==> config.mk <==
export PLATFORM = sky130hd
export DESIGN_NAME = chaser_index_gen_flat
export DESIGN_NICKNAME = d
export VERILOG_FILES = /design/src/rtl/chaser_index_gen_if.sv /design/src/rtl/chaser_index_gen.sv /design/src/flat_wrapper.sv
export SDC_FILE = /design/constraint.sdc
export NUM_CORES = 1
export LEC_CHECK = 0
export ABC_AREA = 1
export CORE_MARGIN = 1.5
export CORE_UTILIZATION = 37
export CTS_CLUSTER_SIZE = 20
export DETAILED_ROUTE_END_ITERATION = 8
export PLACE_DENSITY = 0.61
export SLEW_MARGIN = 20
export SYNTH_ARGS = -nofsm -noshare
export SYNTH_HDL_FRONTEND = slang
export SYNTH_SLANG_ARGS = --single-unit
==> constraint.sdc <==
create_clock -name clk -period 1.8 [get_ports clk]
set_input_delay 0.36 -clock clk [delete_from_list [all_inputs] [get_ports clk]]
set_output_delay 0.36 -clock clk [all_outputs]
set_load 0.02 [all_outputs]
==> src/rtl/chaser_index_gen_if.sv <==
// chaser_index_gen_if -- control/status bundle of the LED chaser index generator.
//   en       : free-run enable (1 = prescaler stepping, 0 = button stepping)
//   dir      : step direction (0 = up, 1 = down)
//   pp       : ping-pong request (used only when CHASER_PINGPONG_EN is defined)
//   step_btn : raw asynchronous push-button, active-high
//   idx      : registered 3-bit position for the 3-to-8 decoder
//   tick     : one-cycle pulse in the first cycle a new idx is visible
//   wrap     : one-cycle pulse with tick on 7->0, 0->7 or a ping-pong reversal
// master drives the controls, slave (the generator) drives idx/tick/wrap.
interface chaser_index_gen_if;
   logic       en;
   logic       dir;
   logic       pp;
   logic       step_btn;
   logic [2:0] idx;
   logic       tick;
   logic       wrap;

   modport master (output en, dir, pp, step_btn, input idx, tick, wrap);
   modport slave  (input en, dir, pp, step_btn, output idx, tick, wrap);
endinterface

==> src/rtl/chaser_index_gen.sv <==
// chaser_index_gen -- 3-bit position generator for an 8-LED chaser.
// Steps every DIV cycles while en=1, or once per debounced button press while
// en=0. Optional ping-pong bouncing is built only when the macro
// CHASER_PINGPONG_EN is defined; otherwise pp is ignored and stepping is mod-8.
// Ports:
//   clk   : system clock, rising edge
//   rst_n : asynchronous active-low reset
//   ch_io : chaser_index_gen_if.slave (en, dir, pp, step_btn -> idx, tick, wrap)
// Parameters:
//   DIV       : clk cycles per automatic step (>= 2)
//   DB_CYCLES : stable synchronized samples needed to accept a button level (>= 1)
module chaser_index_gen #(
   parameter int unsigned DIV       = 50_000_000,
   parameter int unsigned DB_CYCLES = 1_000_000
) (
   input  logic               clk,
   input  logic               rst_n,
   chaser_index_gen_if.slave  ch_io
);
   localparam int PW = $clog2(DIV);
   localparam int DW = $clog2(DB_CYCLES + 1);

   logic [PW-1:0] pre_q, pre_d;
   logic          adv;
   logic [1:0]    sync_q;
   logic [DW-1:0] dbc_q, dbc_d;
   logic          db_q, db_d, db_prev_q;
   logic          btn_req;
   logic          step;
   logic [2:0]    idx_q, idx_d;
   logic          tick_q, tick_d;
   logic          wrap_q, wrap_d;

`ifdef CHASER_PINGPONG_EN
   logic          pp_prev_q;
   logic          ppdir_q, ppdir_d;
   logic          ppdir_eff;
`else
   logic          unused_pp;
   assign unused_pp = ch_io.pp;
`endif

   // Prescaler: held at 0 while disabled so re-enabling gives a full period.
   always_comb begin
      pre_d = '0;
      adv   = 1'b0;
      if (ch_io.en) begin
         if (pre_q == PW'(DIV - 1)) adv = 1'b1;
         else                       pre_d = pre_q + 1'b1;
      end
   end

   // Debounce: count consecutive disagreeing samples; any agreement clears.
   always_comb begin
      dbc_d = '0;
      db_d  = db_q;
      if (sync_q[1] != db_q) begin
         if (dbc_q == DW'(DB_CYCLES - 1)) db_d  = ~db_q;
         else                            dbc_d = dbc_q + 1'b1;
      end
   end

   assign btn_req = db_q & ~db_prev_q;
   // Button requests are simply dropped while free-running.
   assign step    = ch_io.en ? adv : btn_req;

   always_comb begin
      idx_d  = idx_q;
      tick_d = step;
      wrap_d = 1'b0;
`ifdef CHASER_PINGPONG_EN
      // A rising pp loads the bounce direction from dir in that same cycle.
      ppdir_eff = (ch_io.pp && !pp_prev_q) ? ch_io.dir : ppdir_q;
      ppdir_d   = ppdir_eff;
      if (step && ch_io.pp) begin
         if (!ppdir_eff) begin
            if (idx_q == 3'd7) begin
               idx_d   = 3'd6;
               wrap_d  = 1'b1;
               ppdir_d = 1'b1;
            end else begin
               idx_d = idx_q + 3'd1;
            end
         end else begin
            if (idx_q == 3'd0) begin
               idx_d   = 3'd1;
               wrap_d  = 1'b1;
               ppdir_d = 1'b0;
            end else begin
               idx_d = idx_q - 3'd1;
            end
         end
      end else
`endif
      if (step) begin
         if (!ch_io.dir) begin
            idx_d  = idx_q + 3'd1;
            wrap_d = (idx_q == 3'd7);
         end else begin
            idx_d  = idx_q - 3'd1;
            wrap_d = (idx_q == 3'd0);
         end
      end
   end

   always_ff @(posedge clk or negedge rst_n) begin
      if (!rst_n) begin
         pre_q     <= '0;
         sync_q    <= '0;
         dbc_q     <= '0;
         db_q      <= 1'b0;
         db_prev_q <= 1'b0;
         idx_q     <= '0;
         tick_q    <= 1'b0;
         wrap_q    <= 1'b0;
      end else begin
         pre_q     <= pre_d;
         sync_q    <= {sync_q[0], ch_io.step_btn};
         dbc_q     <= dbc_d;
         db_q      <= db_d;
         db_prev_q <= db_q;
         idx_q     <= idx_d;
         tick_q    <= tick_d;
         wrap_q    <= wrap_d;
      end
   end

`ifdef CHASER_PINGPONG_EN
   always_ff @(posedge clk or negedge rst_n) begin
      if (!rst_n) begin
         pp_prev_q <= 1'b0;
         ppdir_q   <= 1'b0;
      end else begin
         pp_prev_q <= ch_io.pp;
         ppdir_q   <= ppdir_d;
      end
   end
`endif

   assign ch_io.idx  = idx_q;
   assign ch_io.tick = tick_q;
   assign ch_io.wrap = wrap_q;
endmodule

==> src/flat_wrapper.sv <==
// flat-port wrapper written by rule: the top's interface ports become plain ports
module chaser_index_gen_flat 
#(
   parameter int unsigned DIV       = 50_000_000,
   parameter int unsigned DB_CYCLES = 1_000_000
)
  (clk, rst_n, ch_io_en, ch_io_dir, ch_io_pp, ch_io_step_btn, ch_io_idx, ch_io_tick, ch_io_wrap);
  chaser_index_gen_if ch_io_i ();
  input  logic clk;
  input  logic rst_n;
  input wire logic [$bits(ch_io_i.en)-1:0] ch_io_en;
  input wire logic [$bits(ch_io_i.dir)-1:0] ch_io_dir;
  input wire logic [$bits(ch_io_i.pp)-1:0] ch_io_pp;
  input wire logic [$bits(ch_io_i.step_btn)-1:0] ch_io_step_btn;
  output wire logic [$bits(ch_io_i.idx)-1:0] ch_io_idx;
  output wire logic [$bits(ch_io_i.tick)-1:0] ch_io_tick;
  output wire logic [$bits(ch_io_i.wrap)-1:0] ch_io_wrap;
  assign ch_io_i.en = ch_io_en;
  assign ch_io_i.dir = ch_io_dir;
  assign ch_io_i.pp = ch_io_pp;
  assign ch_io_i.step_btn = ch_io_step_btn;
  assign ch_io_idx = ch_io_i.idx;
  assign ch_io_tick = ch_io_i.tick;
  assign ch_io_wrap = ch_io_i.wrap;
  chaser_index_gen #(.DIV(DIV), .DB_CYCLES(DB_CYCLES)) u_core (.clk(clk), .rst_n(rst_n), .ch_io(ch_io_i));
endmodule
# After elaboration in Yosys (flattened, before gate mapping)
# Cells that the tools add are included.
[word_totals] mem_bits_ro=0 output_inout_bits=5 elab_cells=30 mem_count=0 ff_bits=55 mem_bits_rw=0 latch_bits=0
[classes] n_reduce_logical=2 n_mul=0 muxes=9 n_div=0 shift=0 n_addsub=4 n_lt_le_gt_ge=0 bitwise_logic=3 eq_ne=4
[op_table] operator="26-bit 2-to-1 mux" n=2
[op_table] operator="20-bit 2-to-1 mux" n=2
[op_table] operator="26-bit by 1-bit adder with 26-bit output, second input constant" n=1
[op_table] operator="26-bit == test, second input constant" n=1
[op_table] operator="20-bit by 1-bit adder with 20-bit output, second input constant" n=1
[op_table] operator="20-bit == test, second input constant" n=1
[op_table] operator="1-bit 2-to-1 mux" n=4
[op_table] operator="3-bit by 1-bit adder with 3-bit output, second input constant" n=1
[op_table] operator="3-bit == test, second input constant" n=1
[op_table] operator="3-bit zero test" n=1
[op_table] operator="3-bit 2-to-1 mux" n=1
[op_table] operator="3-bit by 1-bit subtractor with 3-bit output, second input constant" n=1
[op_table] operator="1-bit inverter" n=2
[op_table] operator="2-bit AND reduction" n=1
[op_table] operator="1-bit AND" n=1
[op_table] operator="1-bit inequality test" n=1

# Longest topological paths before layout
# Gate-level depths: netlist of run 1.
[depth] depth_word=4 depth_mapped=9 depth_no_buf=9

# Least setup slack after synthesis of run 1
# No wires, ideal clock.
[synth_timing] path_type="reg2reg" start="register u_core.idx_q[0], in the netlist u_core.ch_io.idx[0]" end="register u_core.idx_q[2], in the netlist u_core.ch_io.idx[2]" arrival_time_ps=1281 path_slack_ps=400 t_required_ps=1682 period_less_slack_ps=1400 path_stages_with_launch=6 path_buffers=0 path_cell_list="dfrtp_1 inv_1 fa_1 xor2_1 nand3_1 nand2_1"
[synth_via] elab_chain_len=2 word_cells_on_any_way=3 cone_classes="add/sub (2); mux (1)"
[synth_lines] element="start: declaration" line_no="chaser_index_gen.sv:30" text="logic [2:0] idx_q, idx_d;"
[synth_lines] element="start signal: assignment" line_no="chaser_index_gen.sv:122" text="idx_q <= idx_d;"
[synth_lines] element="3-bit by 1-bit adder with 3-bit output / 3-bit by 1-bit subtractor with 3-bit output (equally long branches)" line_no="chaser_index_gen.sv:97, chaser_index_gen.sv:100"
[synth_lines] element="3-bit 2-to-1 mux (*)" line_no="chaser_index_gen.sv:96" text="if (!ch_io.dir) begin"
# Every way passes the cells marked *; elsewhere a longest branch is shown, timed or not.
# A chain may end at the register's enable or synchronous reset.

# Worst setup path after layout of run 1
[layout_timing] start="register u_core.idx_q[1], in the netlist u_core.ch_io.idx[1]" end="output port ch_io_idx[1]"
[layout_lines] element="end: declaration" line_no="flat_wrapper.sv:15" text="output wire logic [$bits(ch_io_i.idx)-1:0] ch_io_idx;"
# No word-level cell between the ends.

==> flow_metrics.tcl, run 1 <==
set metrics [dict create \
    end_kind "output port" \
    cts_buffers 5 \
    root_buffer "clkbuf_8" \
    cts_tree "yes" \
    grtUsageMet1 0.208 \
    synth_top_area_frac 0.442 \
    ios 11 \
    netlist_instances 412 \
    grt_pass1_vias 2406 \
    layout-drive-gt1-share 0.0907 \
    critPathBufInv 1 \
    worstPathCellList "clkdlybuf4s50_1" \
    synth_top_family_by_area "simple AND/OR/NAND/NOR gates" \
    top_usage_layer "met2" \
    grt.overflow.total 0 \
    ys.flop_type "dfrtp_1" \
    worst_hold_slack_ns 0.0200 \
    hp-class "in2async" \
    final_max_slew_viol_count 0 \
    yosysUniqueCellTypes 28 \
    gp_congestion 0.836 \
    clk_pin_slew_ns 0.10 \
    place_hpwl_um 4490 \
    synth_area_sq_um 3120 \
    cp_top_family "buffers and inverters" \
    port-buffer-count 9 \
    power_density_nw_per_um2 679 \
    yosysSeqAreaShare 0.442 \
    final_area_sq_um 3480 \
    start_util 0.381 \
    path_class "reg2out" \
    finalCritPeriodShare 0.941 \
    synthMuxAreaShare 0 \
    postCtsSetupRepairBufs 0 \
    drtPass1Iterations 4 \
    yosysTopAreaCell "dfrtp_1" \
    yosys.area_share.simple 0.386 \
    die_w_um 94.8 \
    setup_violations 0 \
    status "finished clean" \
    ys_ff_latch 55 \
    syn_area_per_cell_sq_um 7.56 \
    grt_pass1_wl_um 10900 \
    min_period_ns 1.69 \
    maxCapViolations 0 \
    track_usage 0.154 \
    cp.required_ns 1.44 \
    vdd_ir_drop_max_mv 0.370 \
    synth_compound_area_frac 0.0257 \
    clk_latency_ns 0.31 \
    skew_ns 0.0122 \
    wire_per_inst_um 11.4 \
    rsz0062_at_grt "no" \
    gr-usage-met3 0.0282 \
    yosys_warnings 0 \
    core_sq_um 8180 \
    grt_max_degree 56 \
    synthArstFlopShare 1.00 \
    hold_viol_final 0 \
    yosys-top-cells-count "nand2_1, nor2_1, dfrtp_1" \
    synth.most_common_cell "nand2_1" \
    synth_area_leaders "dfrtp_1, nand2_1, nor2_1" \
    cts.path.max_buffers 2 \
    cp_slowest_cell "clkdlybuf4s50_1" \
    ctsResizeCount 0 \
    synth_xor_xnor_area_share 0.0643 \
    fin_total_pwr_uw 2370 \
    grt_util_met2 0.253 \
    antenna_found_initial 0 \
    max_slew_margin 0.742 \
    cpPeakStageDelay_ns 0.62 \
    cts.htree.levels 2 \
    die_h_um 94.8 \
    leakagePower_uw 0.00157 \
    synth-adder-area-share 0.0145 \
    tightestPinTransition_ns 0.387 \
    vias_per_cell 4.60 \
    drtIter0Drc 107 \
    cts_hold_buffers 0 \
    cts_sinks 55 \
    synthesis.nets 421 \
    diodes 0 \
    syn_to_final_growth_pct 11.8 \
    path_max_fanout 4 \
    synth_edf_count 0 \
    post-route-drc-count 0 \
    fin_nets 438 \
    ant_nets 0 \
    max_freq_mhz 591 \
    arrival_ns 1.33 \
    post_dp_cell_area_sq_um 3350 \
    vias 2461 \
    critPathLaunchType "flip-flop" \
    std_cell_rows 33 \
    fin_tns_setup_ns 0 \
    die_area_sq_um 8980 \
    wl_um 6090 \
]
==> metal layers <==
metal,part of all wire,wire [um]
met3,0.023,140
met1,0.50,3020
met2,0.47,2890
met4,0.0084,51
met5,0,0
==> through the flow <==
stage          instances  utilization  worst slack [ns]
3_5_place_dp         527        0.410            0.0601
4_1_cts              535        0.426            0.0949
5_1_grt              535        0.426            0.0473
3_3_place_gp         527        0.410            0.0803
6_report             535        0.426             0.107
2_1_floorplan        412            -             0.400
==> logic make-up after synthesis <==
family | after synthesis
flops | 55
xor+xnor | 22
buf+inv | 54
fa+ha+maj | 3
compound gates | 15
simple gates | 263
==> path summary, 6_finish.rpt <==
kind                            cells past startpoint  slack [ns]                 from                  end
worst max-delay path                                1        0.11  u_core.ch_io.idx[1]         ch_io_idx[1]
worst min-delay path                                2        0.02                rst_n     u_core.pre_q[25]
worst max register to register                      8        0.24      u_core.pre_q[0]  u_core.ch_io.idx[2]
worst min register to register                      0        0.36     u_core.sync_q[0]     u_core.sync_q[1]
max in group asynchronous                           2        1.52                rst_n     u_core.dbc_q[10]
min in group clk                                    0        0.36     u_core.sync_q[0]     u_core.sync_q[1]
==> registers in the layout, indices dropped and copies added (netlist names) <==
name / count
u_core.db_prev_q: 1
u_core.dbc_q: 20
u_core.sync_q: 2
u_core.ch_io.tick: 1
u_core.pre_q: 26
u_core.ch_io.wrap: 1
u_core.ch_io.idx: 3
u_core.db_q: 1
==> placed cells by master, fill, tap and decap left out, types with 2 or more instances in the layout <==
cell	Yosys	final
clkdlybuf4s50_1	0	8
xor2_1	16	16
xnor2_1	5	5
nand2_4	2	2
nor2_4	8	8
nor2_2	3	3
ha_1	2	2
inv_1	51	51
buf_4	0	2
nor3_1	7	7
nor3b_1	3	3
nand3_2	5	5
clkbuf_8	0	5
dfrtp_1	55	55
o21bai_1	2	2
nor2_1	89	89
a21oi_1	10	10
bufinv_16	0	2
nand2_2	6	6
nand4_1	2	2
o21ai_0	3	3
nand2_1	98	98
nand3_1	36	36
==> final cells by class <==
cell class	count	area [sq um]
tap	105	131
clock buffer	6	72.6
sequential	55	1380
timing repair buffer	12	120
multi-input combinational	303	1530
clock inverter	2	60.1
fill	833	4690
inverter	52	195
==> power by group <==
group	total, uW	switching, uW	internal [uW]	leakage, uW
logic	130	83.3	47.2	0.000764
registers	1270	13.8	1250	0.000744
clock network	971	414	556	0.0000654
(Power assumes the default switching activity.)
==> run 2, diff against run 1 <==
--- a/config.mk
+++ b/config.mk
@@ -6,11 +6,14 @@
 export NUM_CORES = 1
 export LEC_CHECK = 0
 export ABC_AREA = 1
+export CELL_PAD_IN_SITES_DETAIL_PLACEMENT = 2
+export CELL_PAD_IN_SITES_GLOBAL_PLACEMENT = 2
+export CORE_ASPECT_RATIO = 0.5
 export CORE_MARGIN = 1.5
-export CORE_UTILIZATION = 37
+export CORE_UTILIZATION = 36
 export CTS_CLUSTER_SIZE = 20
 export DETAILED_ROUTE_END_ITERATION = 8
-export PLACE_DENSITY = 0.61
+export PLACE_DENSITY = 0.87
 export SLEW_MARGIN = 20
 export SYNTH_ARGS = -nofsm -noshare
 export SYNTH_HDL_FRONTEND = slang
==> flow_metrics.tcl, run 2 (same netlist as run 1, synthesis figures left out) <==
set metrics [dict create \
    status "finished clean" \
    cts.htree.levels 2 \
    cp_top_family "buffers and inverters" \
    vdd_ir_drop_max_mv 0.375 \
    vias 2747 \
    worst_hold_slack_ns 0.0396 \
    crit_cells 1 \
    seqPwrFrac 0.496 \
    antenna_found_initial 0 \
    largest_reg_flops 26 \
    drtPass1Iterations 4 \
    r2r-end "u_core.ch_io.idx[1]" \
    cp_slowest_cell "clkdlybuf4s50_1" \
    max_freq_mhz 576 \
    fin_nets 440 \
    internal_power_uw 1960 \
    die_w_um 135 \
    worstReg2RegStart "u_core.pre_q[0]" \
    cp-endpoint "ch_io_idx[2]" \
    cts_hold_buffers 0 \
    p_sw_uw 597 \
    layout-drive-gt1-share 0.0995 \
    critPathBufInv 1 \
    grt_pass1_vias 3230 \
    worstRegToRegCells 9 \
    wire_per_inst_um 18.6 \
    regMostFlops "u_core.pre_q" \
    combPwrFrac 0.058 \
    worstPathCellList "clkdlybuf4s50_1" \
    critPathLaunchType "flip-flop" \
    leakagePower_uw 0.00160 \
    layout_common_cells "nand2_1, nor2_1, dfrtp_1" \
    cpPeakStageDelay_ns 0.65 \
    final_max_slew_viol_count 0 \
    fin_tns_setup_ns 0 \
    clk_latency_ns 0.31 \
    tightestPinTransition_ns 0.388 \
    min_period_ns 1.74 \
    arrival_ns 1.38 \
    grt.overflow.total 0 \
    pwr-share-clk 0.447 \
    end_kind "output port" \
    grt_max_degree 56 \
    maxCapViolations 0 \
    r2r_slack_ns 0.14 \
    start_util 0.380 \
    gp_congestion 0.819 \
    hp-class "in2async" \
    ios 11 \
    final_util 0.433 \
    path_max_fanout 5 \
    p_sw_frac 0.234 \
    max_slew_margin 0.741 \
    mostFrequentLayoutCell "nand2_1" \
    diodes 0 \
    die_area_sq_um 9260 \
    drtIter0Drc 83 \
    vias_per_cell 5.05 \
    root_buffer "clkbuf_16" \
    port-buffer-count 9 \
    cp.required_ns 1.44 \
    path_class "reg2out" \
    hold_viol_final 0 \
    cts_buffers 5 \
    cts.path.max_buffers 2 \
    cts_tree "yes" \
    crit_path_start "u_core.ch_io.idx[2]" \
    cts_sinks 55 \
    post-route-drc-count 0 \
    clk_pin_slew_ns 0.08 \
    grt_pass1_wl_um 16200 \
    std_cell_rows 23 \
    skew_ns 0.00946 \
    syn_to_final_growth_pct 13.9 \
    place_hpwl_um 7240 \
    power_density_nw_per_um2 720 \
    core_sq_um 8200 \
    finalCritPeriodShare 0.965 \
    setup_violations 0 \
    track_usage 0.232 \
    wl_um 10100 \
    final_area_sq_um 3550 \
    ant_nets 0 \
    post_dp_cell_area_sq_um 3360 \
    die_h_um 68.8 \
]
==> run 2: worst min-delay path by stage <==
stage / slack [ns] / to / depth (start not counted)
final: 0.04 / u_core.pre_q[19] / 2
after global routing: 0.07 / u_core.pre_q[19] / 2
after CTS: 0.06 / u_core.pre_q[19] / 2
after detailed placement: 0.34 / u_core.sync_q[1] / 0
after global placement: 0.33 / u_core.sync_q[1] / 0
after floorplan: 0.06 / u_core.ch_io.idx[0] / 0
==> run 2: power by group through the flow <==
| stage | Clock, uW | Sequential (uW) | Combinational [uW] |
|---|---|---|---|
| 2_1_floorplan | 0 | 1290 | 66.4 |
| 6_report | 1140 | 1270 | 147 |
| 3_5_place_dp | 0 | 1290 | 148 |
| 3_3_place_gp | 0 | 1290 | 134 |
| 5_1_grt | 1210 | 1270 | 166 |
| 4_1_cts | 1170 | 1270 | 150 |
==> run 2: layout make-up <==
| cell class | instances | area [sq um] |
|---|---|---|
| clock inverter | 3 | 43.8 |
| sequential | 55 | 1380 |
| timing repair buffer | 14 | 135 |
| multi-input combinational | 303 | 1530 |
| tap | 112 | 140 |
| fill | 969 | 4650 |
| inverter | 52 | 195 |
| clock buffer | 5 | 125 |
==> run 2: through the flow <==
stage,std cells,setup WS (ns),total power [uW]
6_report,544,0.0624,2550
4_1_cts,542,0.0667,2580
5_1_grt,544,-0.00751,2650
3_5_place_dp,534,-0.0365,1440
3_3_place_gp,534,0.0912,1420
2_1_floorplan,412,0.400,1360
==> run 2: what timing repair did <==
item | in CTS | in global routing
resized for setup | 0 | 1
setup buffers | 0 | 2
endpoints found under the setup margin | 0 | 4
==> run 2: routing by layer <==
layer,wire (um),track usage,part of all wire
met1,4410,0.264,0.44
met2,5260,0.444,0.52
met3,207,0.0439,0.020
met4,243,0.0941,0.024
met5,0,0,0
==> run 3, diff against run 2 <==
--- a/config.mk
+++ b/config.mk
@@ -13,6 +13,7 @@
 export CORE_UTILIZATION = 36
 export CTS_CLUSTER_SIZE = 20
 export DETAILED_ROUTE_END_ITERATION = 8
+export HOLD_SLACK_MARGIN = 0.03
 export PLACE_DENSITY = 0.87
 export SLEW_MARGIN = 20
 export SYNTH_ARGS = -nofsm -noshare
==> results of run 3 <==
No change in the layout: final DEF, timing and power equal those of run 2.
